===== src/rtl/dcc_hbridge_drv.sv =====
// H-bridge gate driver for the DCC track stream: break-before-make dead time,
// overcurrent latch and stuck-line shutdown. Define FAULT_RETRY_EN for timed fault auto-retry.
module dcc_hbridge_drv #(
    parameter int DEAD_TIME    = 8,
    parameter int OC_FILTER    = 4,
    parameter int STUCK_LIMIT  = 600000,
    parameter int RETRY_CYCLES = 5000000
) (
    input  logic clk,
    input  logic reset,
    input  logic track_in,
    input  logic enable,
    input  logic oc_in,
    input  logic fault_clr,
    output logic hi_a,
    output logic lo_a,
    output logic hi_b,
    output logic lo_b,
    output logic fault,
    output logic stuck
);
    localparam int DW = $clog2(DEAD_TIME) + 1;
    localparam int OW = $clog2(OC_FILTER) + 1;
    localparam int SW = $clog2(STUCK_LIMIT) + 1;

    typedef enum logic [2:0] {
        ST_OFF     = 3'd0,
        ST_DEAD    = 3'd1,
        ST_DRIVE_P = 3'd2,
        ST_DRIVE_N = 3'd3,
        ST_FAULT   = 3'd4
    } state_t;

    logic          trk_meta_r, trk_s, trk_prev_r;
    logic          oc_meta_r, oc_s;
    state_t        state_r, state_nxt_s;
    logic [DW-1:0] dead_cnt_r, dead_cnt_nxt_s;
    logic [OW-1:0] oc_cnt_r, oc_cnt_nxt_s;
    logic [SW-1:0] stk_cnt_r, stk_cnt_nxt_s;
    logic          stuck_nxt_s;
    logic          trk_edge_s, driving_s, oc_trip_s, stuck_hit_s;
    logic [3:0]    gates_nxt_s;

`ifdef FAULT_RETRY_EN
    localparam int RW = $clog2(RETRY_CYCLES) + 1;
    logic [RW-1:0] retry_cnt_r, retry_cnt_nxt_s;
`endif

    // Two-flop synchronizers for the asynchronous inputs, plus track edge history
    always_ff @(posedge clk or posedge reset) begin
        if (reset) begin
            trk_meta_r <= 1'b0;
            trk_s      <= 1'b0;
            trk_prev_r <= 1'b0;
            oc_meta_r  <= 1'b0;
            oc_s       <= 1'b0;
        end else begin
            trk_meta_r <= track_in;
            trk_s      <= trk_meta_r;
            trk_prev_r <= trk_s;
            oc_meta_r  <= oc_in;
            oc_s       <= oc_meta_r;
        end
    end

    // Next-state, protection counters and gate decode
    always_comb begin
        trk_edge_s  = trk_s ^ trk_prev_r;
        driving_s   = (state_r == ST_DRIVE_P) || (state_r == ST_DRIVE_N);
        oc_trip_s   = (state_r != ST_FAULT) && oc_s && (oc_cnt_r >= OW'(OC_FILTER - 1));
        stuck_hit_s = driving_s && !trk_edge_s && (stk_cnt_r >= SW'(STUCK_LIMIT - 1));
        state_nxt_s = state_r;
        stuck_nxt_s = fault_clr ? 1'b0 : stuck;

        if (oc_trip_s) begin
            state_nxt_s = ST_FAULT;
        end else if (state_r == ST_FAULT) begin
            if (fault_clr) begin
                state_nxt_s = ST_OFF;
            end
`ifdef FAULT_RETRY_EN
            else if (retry_cnt_r >= RW'(RETRY_CYCLES - 1)) begin
                state_nxt_s = ST_OFF;
            end
`endif
            else begin
                state_nxt_s = ST_FAULT;
            end
        end else if (!enable) begin
            state_nxt_s = ST_OFF;
        end else if (stuck_hit_s) begin
            state_nxt_s = ST_OFF;
            stuck_nxt_s = 1'b1;
        end else begin
            case (state_r)
                ST_OFF:     state_nxt_s = (!fault && !stuck) ? ST_DEAD : ST_OFF;
                ST_DEAD: begin
                    if (dead_cnt_r >= DW'(DEAD_TIME - 1)) begin
                        state_nxt_s = trk_s ? ST_DRIVE_P : ST_DRIVE_N;
                    end else begin
                        state_nxt_s = ST_DEAD;
                    end
                end
                ST_DRIVE_P: state_nxt_s = trk_s ? ST_DRIVE_P : ST_DEAD;
                ST_DRIVE_N: state_nxt_s = trk_s ? ST_DEAD : ST_DRIVE_N;
                default:    state_nxt_s = ST_OFF;
            endcase
        end

        dead_cnt_nxt_s = (state_r == ST_DEAD && state_nxt_s == ST_DEAD) ?
                         dead_cnt_r + DW'(1) : DW'(0);
        // Filter is held clear while faulted so a persisting overcurrent re-trips after a full filter window.
        if (state_r == ST_FAULT || !oc_s) begin
            oc_cnt_nxt_s = OW'(0);
        end else if (oc_cnt_r >= OW'(OC_FILTER)) begin
            oc_cnt_nxt_s = oc_cnt_r;
        end else begin
            oc_cnt_nxt_s = oc_cnt_r + OW'(1);
        end
        if (fault_clr || trk_edge_s) begin
            stk_cnt_nxt_s = SW'(0);
        end else if (driving_s && stk_cnt_r < SW'(STUCK_LIMIT)) begin
            stk_cnt_nxt_s = stk_cnt_r + SW'(1);
        end else begin
            stk_cnt_nxt_s = stk_cnt_r;
        end
`ifdef FAULT_RETRY_EN
        retry_cnt_nxt_s = (state_r == ST_FAULT && state_nxt_s == ST_FAULT) ?
                          retry_cnt_r + RW'(1) : RW'(0);
`endif

        // Gate order {hi_a, lo_a, hi_b, lo_b}; only the two cross-diagonal patterns exist.
        case (state_nxt_s)
            ST_DRIVE_P: gates_nxt_s = 4'b1001;
            ST_DRIVE_N: gates_nxt_s = 4'b0110;
            default:    gates_nxt_s = 4'b0000;
        endcase
    end

    // State, counters, flags and registered gate drives
    always_ff @(posedge clk or posedge reset) begin
        if (reset) begin
            state_r    <= ST_OFF;
            dead_cnt_r <= DW'(0);
            oc_cnt_r   <= OW'(0);
            stk_cnt_r  <= SW'(0);
            fault      <= 1'b0;
            stuck      <= 1'b0;
            {hi_a, lo_a, hi_b, lo_b} <= 4'b0000;
        end else begin
            state_r    <= state_nxt_s;
            dead_cnt_r <= dead_cnt_nxt_s;
            oc_cnt_r   <= oc_cnt_nxt_s;
            stk_cnt_r  <= stk_cnt_nxt_s;
            fault      <= (state_nxt_s == ST_FAULT);
            stuck      <= stuck_nxt_s;
            {hi_a, lo_a, hi_b, lo_b} <= gates_nxt_s;
        end
    end

`ifdef FAULT_RETRY_EN
    // Fault hold-off timer, restarted on every entry into the fault state
    always_ff @(posedge clk or posedge reset) begin
        if (reset) begin
            retry_cnt_r <= RW'(0);
        end else begin
            retry_cnt_r <= retry_cnt_nxt_s;
        end
    end
`endif

endmodule

===== config.mk =====
export PLATFORM = sky130hd
export DESIGN_NAME = dcc_hbridge_drv
export DESIGN_NICKNAME = d
export VERILOG_FILES = /design/src/rtl/dcc_hbridge_drv.sv
export SDC_FILE = /design/constraint.sdc
export NUM_CORES = 1
export LEC_CHECK = 0
export ABC_AREA = 1
export CORE_ASPECT_RATIO = 1.1
export CORE_MARGIN = 2
export CORE_UTILIZATION = 40
export DETAILED_ROUTE_END_ITERATION = 16
export PLACE_DENSITY = 0.64
export SYNTH_ARGS = -nofsm -noshare
export SYNTH_HDL_FRONTEND = slang
export SYNTH_SLANG_ARGS = --single-unit

===== constraint.sdc =====
create_clock -name clk -period 2.1 [get_ports clk]
set_input_delay 0.42 -clock clk [delete_from_list [all_inputs] [get_ports clk]]
set_output_delay 0.42 -clock clk [all_outputs]
set_load 0.03 [all_outputs]

Word level (Yosys, flattened, before mapping)
Cells that the tools add are included.
{"block": "word_totals", "ff_bits": 42, "inputBits": 6, "wordCells": 72}
{"block": "classes", "addsub": 3, "n_lt_le_gt_ge": 5, "eq_ne": 10, "muxes": 22, "n_bitwise": 1, "n_reduce_logical": 16}
{"operator": "two-way mux 21 bit", "count": 2}
{"operator": "adder 21 x 1 -> 21 bit (second input constant)", "count": 1}
{"operator": ">= comparator 21 x 20 -> 1 bit (second input constant)", "count": 1}
{"operator": "less-than comparator 21 x 20 -> 1 bit (second input constant)", "count": 1}
{"operator": "two-way mux 3 bit", "count": 5}
{"operator": "equality test 3 x 2 -> 1 bit (second input constant)", "count": 4}
{"operator": "two-way mux 2 bit", "count": 5}
{"operator": "one-hot mux 2 bit (4 select lines)", "count": 1}
{"operator": "one-hot mux 4 bit (2 select lines)", "count": 1}
{"operator": "logical AND 1 bit", "count": 7}
{"operator": "two-way mux 1 bit", "count": 7}
{"operator": "equality test 3 x 1 -> 1 bit (second input constant)", "count": 2}
{"operator": "equality test 3 bit (second input constant)", "count": 2}
{"operator": "adder 4 x 1 -> 4 bit (second input constant)", "count": 1}
{"operator": ">= comparator 4 x 3 -> 1 bit (second input constant)", "count": 1}
{"operator": "zero test 1 bit", "count": 4}
{"operator": "two-way mux 4 bit", "count": 1}
{"operator": "adder 3 x 1 -> 3 bit (second input constant)", "count": 1}
{"operator": ">= comparator 3 x 2 -> 1 bit (second input constant)", "count": 1}
{"operator": ">= comparator 3 bit (second input constant)", "count": 1}
{"operator": "zero test 3 bit", "count": 1}
{"operator": "logical OR 1 bit", "count": 3}
{"operator": "!= test 3 bit (second input constant)", "count": 1}
{"operator": "!= test 2 bit (second input constant)", "count": 1}
{"operator": "other kinds (2)", "count": 2}

Depth between registers and ports, before layout
Gate-level depths: netlist of the first run.
{"block": "depth", "word_depth": 11, "ltp_mapped": 10}

Least setup slack after synthesis of the first run
OpenSTA, ideal clock, no wires.
{"block": "synth_timing", "path_kind": "reg2reg", "startpoint": "reg oc_cnt_r[0]", "endpoint": "reg dead_cnt_r[0]", "setup_ps": 74, "arrival_time_ps": 1415, "required_ps": 2026, "path_slack_ps": 611, "path_stages_with_launch": 10, "period_less_slack_ps": 1489, "cell_sequence": "dfrtp_1 ha_1 ha_1 a21oi_1 nand2_1 nand2_2 nand2_1 nor2_2 nand4_1 nor2_1"}
{"block": "synth_via", "elab_chain_len": 6}
{"item": "from (decl)", "line_no": "38", "source": "logic [OW-1:0] oc_cnt_r, oc_cnt_nxt_s;"}
{"item": "from (signal assigned)", "line_no": "153", "source": "oc_cnt_r <= oc_cnt_nxt_s;"}
{"item": ">= comparator 3 x 2 -> 1 bit", "line_no": "70", "source": "oc_trip_s = (state_r != ST_FAULT) && oc_s && (oc_cnt_r >= OW'(OC_FILTER - 1));"}
{"item": "logical AND 1 bit", "line_no": "70"}
{"item": "two-way mux 3 bit", "line_no": "75", "source": "if (oc_trip_s) begin"}
{"item": "equality test 3 x 1 -> 1 bit", "line_no": "110", "source": "dead_cnt_nxt_s = (state_r == ST_DEAD && state_nxt_s == ST_DEAD) ?"}
{"item": "logical AND 1 bit", "line_no": "110"}
{"item": "two-way mux 4 bit", "line_no": "110"}
{"item": "via dead_cnt_nxt_s[0]", "line_no": "37", "source": "logic [DW-1:0] dead_cnt_r, dead_cnt_nxt_s;"}
{"item": "to (signal assigned)", "line_no": "152", "source": "dead_cnt_r <= dead_cnt_nxt_s;"}
{"item": "to (decl)", "line_no": "37"}
The timed path passes the listed nets, and every way through them passes these cells.
A chain may end at the register's enable or synchronous reset.

Worst setup path in the final report of the first run
{"block": "layout_timing", "startpoint": "reg stuck", "endpoint": "out stuck"}
{"item": "from (decl)", "line_no": "20", "source": "output logic stuck"}
{"item": "from (signal assigned)", "line_no": "156", "source": "stuck <= stuck_nxt_s;"}
No word-level cell between the ends.

==> flow_summary.json, run 1 <==
{
  "die_area_um2": 6280,
  "die_width_um": 75.8,
  "max_cap_violations": 0,
  "clkLatencyLatePin_ns": 0.29,
  "port_buffers": 11,
  "grt_usage": 0.165,
  "swShare": 0.292,
  "ys_warn_count": 0,
  "drt_iter0_markers": 102,
  "synth_nets": 311,
  "syn_area_um2": 2270,
  "total_leakage_power_nw": 1.15,
  "hold_viol": 0,
  "min_period_ns": 1.75,
  "diodes": 0,
  "routed_wl_um": 4760,
  "cts_max_level": 2,
  "cts.sinks": 40,
  "finalNonFillerCells": 393,
  "cp_max_fo": 3,
  "fmax_mhz": 570,
  "tns_ns": 0,
  "top_layer": "met4",
  "pwr_density_cell_nw_per_um2": 721,
  "cp-end-kind": "output pin",
  "slew_headroom": 0.664,
  "grt_pass1_wl_um": 8280,
  "overflow": 0,
  "power.switching_mw": 0.539,
  "ys_ff_latch": 40,
  "dp_cells": 385,
  "cts_buffer_depth": 2,
  "outcome": "completed",
  "wl_met3_um": 174,
  "grt_max_degree": 41,
  "ys_seq_area_frac": 0.442,
  "core_area_um2": 5430,
  "tritoncts": "done",
  "ios": 12,
  "cp.required_ns": 1.68,
  "fin_skew_ns": 0.00468,
  "vias_per_cell": 4.97,
  "cts_setup_buffers": 0,
  "cts_buffers": 5,
  "antenna_left": 0,
  "clkPwrFrac": 0.335,
  "cp-start-kind": "flop",
  "slowest_delay_ns": 0.68,
  "drive_gt1_frac": 0.0755,
  "final-setup-viol-count": 0,
  "crit_type": "reg2out",
  "path_cells": "clkdlybuf4s50_1",
  "synth_cell_types": 27,
  "arrival_ns": 1.33,
  "antenna_found_initial": 0,
  "start_util": 0.417,
  "path_clk_slew_ns": 0.07,
  "post-route-period-util": 0.835,
  "num_rows": 28,
  "gp_congestion": 0.826,
  "drt-wirelength-per-cell_um": 12.1,
  "area_growth_pct": 13.0,
  "place_area_um2": 2450,
  "die-height_um": 82.9,
  "worst_pin_slew_ns": 0.504,
  "hold_path.class": "reg2reg",
  "fill_cells": 568,
  "power.internal_mw": 1.31,
  "final_area_um2": 2560,
  "grt_pass1_vias": 1808,
  "cts_root_buffer": "clkbuf_8",
  "cts_hold_buf": 0,
  "comb_power_share": 0.194,
  "ir_worst_vdd_v": 0.000246,
  "slew_viol_final": 0,
  "crit_slowest_cell": "clkdlybuf4s50_1",
  "syn_inst": 301,
  "pwr-share-seq": 0.471,
  "dr_wl_met2_um": 2340,
  "path_buf_inv": 1,
  "dpl.hpwl_um": 3510,
  "num_vias": 1955,
  "cts_resized": 0,
  "fin_nets": 327,
  "avgSynthCellArea_um2": 7.53,
  "cp_top_family": "buffers and inverters",
  "drc": 0,
  "firstDrtPassIters": 4,
  "wl_met1_um": 2220,
  "rsz0062_at_grt": "no"
}
[area by class of cell]
cell class | instances | area [µm²] | area share
well taps | 75 | 93.8 | 0.0367
clock inverters | 2 | 35.0 | 0.0137
clock buffers | 6 | 72.6 | 0.0283
repair buffers | 15 | 140 | 0.0547
multi-input cells | 223 | 1100 | 0.429
inverters | 32 | 120 | 0.0469
flip-flops and latches | 40 | 1000 | 0.391
[cell usage after synthesis]
master    number  area, µm²
nand3b_1       1       7.51
buf_2          2       10.0
and2_1         1       6.26
or2_1          1       6.26
inv_1         30        113
nor2_4         1       11.3
xor2_1         8       70.1
inv_2          2       7.51
nor2_1        50        188
buf_6          2       22.5
ha_1           4       50.1
o21ai_0        4       20.0
buf_4          2       15.0
a21oi_2        1       8.76
xnor2_1        3       26.3
nand3_1       21        105
nand4_1       17        106
o21ai_1       11       55.1
nand2_1       78        293
a21o_1         1       7.51
nor3_1         6       30.0
nor3b_4        1       18.8
nand3_2        2       20.0
nor2_2         4       25.0
nand2_2        2       12.5
a21oi_1        6       30.0
dfrtp_1       40       1000
[placed cells by master (no fill, tap or decap), drive strengths merged, types with 3 or more instances in the layout]
master          n
a21oi           7
buf             4
clkbuf          6
clkdlybuf4s50  11
dfrtp          40
ha              4
inv            32
nand2          80
nand3          23
nand4          17
nor2           55
nor3            6
o21ai          15
xnor2           3
xor2            8
[power by group through the flow]
stage	Sequential, mW	Clock [mW]	Combinational (mW)
CTS	0.870	0.640	0.366
detailed placement	0.885	0	0.363
finish	0.869	0.618	0.359
global route	0.879	0.674	0.406
floorplan	0.898	0	0.254
global placement	0.884	0	0.359
[registers in the layout, indices dropped and copies added (netlist names)]
register / count
stk_cnt_r: 21
dead_cnt_r: 4
oc_cnt_r: 3
state_r: 3
fault: 1
hi_a: 1
hi_b: 1
oc_meta_r: 1
oc_s: 1
stuck: 1
trk_meta_r: 1
trk_prev_r: 1
trk_s: 1
[path summary, 6_finish.rpt]
path | start | endpoint | slack (ns) | cells past startpoint
setup / recovery | stuck | stuck | 0.35 | 1
hold / removal | trk_meta_r | trk_s | 0.35 | 0
setup reg to reg | stk_cnt_r[0] | stk_cnt_r[14] | 0.37 | 9
hold reg to reg | trk_meta_r | trk_s | 0.35 | 0
max in group asynchronous | reset | hi_b | 1.20 | 3
min in group asynchronous | reset | stk_cnt_r[9] | 0.55 | 3
[layer usage]
layer | up-vias | track usage
met5 | - | 0
met4 | 0 | 0.0415
met3 | 4 | 0.0328
met2 | 34 | 0.259
met1 | 920 | 0.231
li1 | 997 | -
[metrics by stage]
stage	setup WS [ns]	hold slack, ns	total power, mW	utilization
4_1_cts	0.337	0.355	1.88	0.471
3_3_place_gp	0.316	0.337	1.24	0.452
2_1_floorplan	0.611	0.331	1.15	-
3_5_place_dp	0.290	0.337	1.25	0.452
6_report	0.347	0.351	1.85	0.471
5_1_grt	0.0786	0.370	1.96	0.471
[logic make-up after synthesis]
logic type,Yosys count,share of synthesized area
buffers and inverters,38,0.0740
and+or+nand+nor,185,0.366
DFF,40,0.442
adders and majority gates,4,0.0221
AOI/OAI and AO/OA,23,0.0536
xor gates and xnor gates,11,0.0425
Note: power is estimated with default switching activity, not from simulation.
==> run 2: changes to the inputs <==
- clock period: 2.1 -> 1.7 ns (I/O delays scaled with it)
==> run 2 against run 1 <==
Net effect:
- count of clock-buffer cells in the layout did not move
- core utilization rose by 3.8 points
- register-to-register slack got worse by 0.31 ns
- sequential power rose by 25%
- largest cell class unchanged
==> flow_summary.json, run 2 (same netlist as run 1, synthesis figures left out) <==
{
  "outcome": "completed",
  "cts_max_level": 2,
  "cts_buffers": 5,
  "largest_reg_flops": 21,
  "max_cap_violations": 0,
  "hold_path.class": "reg2reg",
  "total_leakage_power_nw": 1.27,
  "die_width_um": 75.8,
  "worst_pin_slew_ns": 0.333,
  "crit_slowest_cell": "clkdlybuf4s50_1",
  "cp-start-kind": "flop",
  "grt_pass1_wl_um": 8920,
  "cts.sinks": 40,
  "report.power.total_mw": 2.38,
  "drive_gt1_frac": 0.148,
  "path_cells": "clkdlybuf4s50_1",
  "drt-wirelength-per-cell_um": 12.9,
  "diodes": 0,
  "hold_viol": 0,
  "port_buffers": 11,
  "multi_input_area_um2": 1140,
  "regMostFlops": "stk_cnt_r",
  "final_common_cell": "nand2_1",
  "fill_cells": 549,
  "antenna_found_initial": 0,
  "pwr_density_cell_nw_per_um2": 859,
  "biggestRegsByFlops": "stk_cnt_r x21, dead_cnt_r x4",
  "arrival_ns": 1.30,
  "whs_path_depth": 0,
  "final_cell_mix": "nand2_1, nor2_1, dfrtp_1",
  "firstDrtPassIters": 5,
  "final_area_um2": 2770,
  "num_vias": 2027,
  "ir_worst_vdd_v": 0.000433,
  "post-route-util": 0.510,
  "cts_buffer_depth": 2,
  "gp_congestion": 0.877,
  "min_period_ns": 1.64,
  "cp-end-kind": "output pin",
  "core_area_um2": 5430,
  "antenna_left": 0,
  "dp_cells": 400,
  "fin_nets": 346,
  "path_buf_inv": 1,
  "final-setup-viol-count": 0,
  "post-route-period-util": 0.964,
  "vias_per_cell": 4.92,
  "slew_viol_final": 0,
  "routed_wl_um": 5310,
  "r2r_cells": 9,
  "crit_type": "reg2out",
  "rsz0062_at_grt": "yes",
  "num_rows": 28,
  "overflow": 0,
  "grt_usage": 0.184,
  "cp_max_fo": 2,
  "tritoncts": "done",
  "grt_max_degree": 41,
  "start_util": 0.417,
  "cp.required_ns": 1.36,
  "area_growth_pct": 22.1,
  "slowest_delay_ns": 0.67,
  "cp_top_family": "buffers and inverters",
  "ios": 12,
  "fin_skew_ns": 0.0102,
  "seq_area_um2": 1000,
  "clkLatencyLatePin_ns": 0.30,
  "cts_root_buffer": "clkbuf_8",
  "die_area_um2": 6280,
  "drt_iter0_markers": 141,
  "drc": 0,
  "die-height_um": 82.9,
  "finalNonFillerCells": 412,
  "cts_hold_buf": 0,
  "dpl.hpwl_um": 3880,
  "path_clk_slew_ns": 0.07,
  "cp.depth": 1,
  "grt_pass1_vias": 2048,
  "slew_headroom": 0.778,
  "place_area_um2": 2580,
  "fmax_mhz": 610
}
run 2: cell types whose count changed in the layout (fill, tap and decap cells not counted), moves of 2 or more:
cell	before	now
nand2_1	78	76
nor2_1	50	48
ha_1	4	2
nor2_4	1	3
clkdlybuf4s50_1	11	9
nand2_2	2	4
buf_4	4	21
buf_12	0	2
run 2: worst paths after layout:
check | from | end | slack [ns]
worst max-delay path | hi_a | hi_a | 0.06
worst min-delay path | trk_meta_r | trk_s | 0.35
worst max register to register | oc_cnt_r[1] | dead_cnt_r[3] | 0.06
worst min register to register | trk_meta_r | trk_s | 0.35
max in group asynchronous | reset | state_r[1] | 1.11
min in group asynchronous | reset | stk_cnt_r[9] | 0.39
run 2: stage by stage:
| stage | setup slack, ns | hold WS [ns] | TNS (ns) |
|---|---|---|---|
| global route | -0.0591 | 0.356 | -0.201 |
| finish | 0.0609 | 0.350 | 0 |
| global placement | -0.00857 | 0.335 | -0.0120 |
| CTS | 0.00759 | 0.350 | 0 |
| floorplan | 0.211 | 0.331 | 0 |
| detailed placement | 0.0152 | 0.335 | 0 |
run 2: layer usage:
layer	vias up	track usage	share of wire
met5	-	0	0
met2	43	0.299	0.50
li1	1039	-	-
met1	930	0.225	0.44
met3	15	0.0388	0.035
met4	0	0.0877	0.030
run 2: report_power, final:
part           leakage (nW)  internal (mW)  total (mW)  switching, mW
registers             0.542           1.02        1.09         0.0669
clock network        0.0552          0.435       0.755          0.320
logic                 0.678          0.221       0.537          0.316
total                  1.27           1.67        2.38          0.703
run 2: area by class of cell:
cell class	instances	share of cell area
multi-input combinational	223	0.410
inverter	32	0.0434
clock buffer	6	0.0262
sequential	40	0.362
clock inverter	2	0.0127
tap	75	0.0339
timing repair buffer	34	0.112
run 2: repair_timing:
action                                  in CTS  in global routing
buffers inserted                             1                  3
pin swaps                                    2                  6
endpoints found under the setup margin       5                 15
gates resized for setup                      1                 11
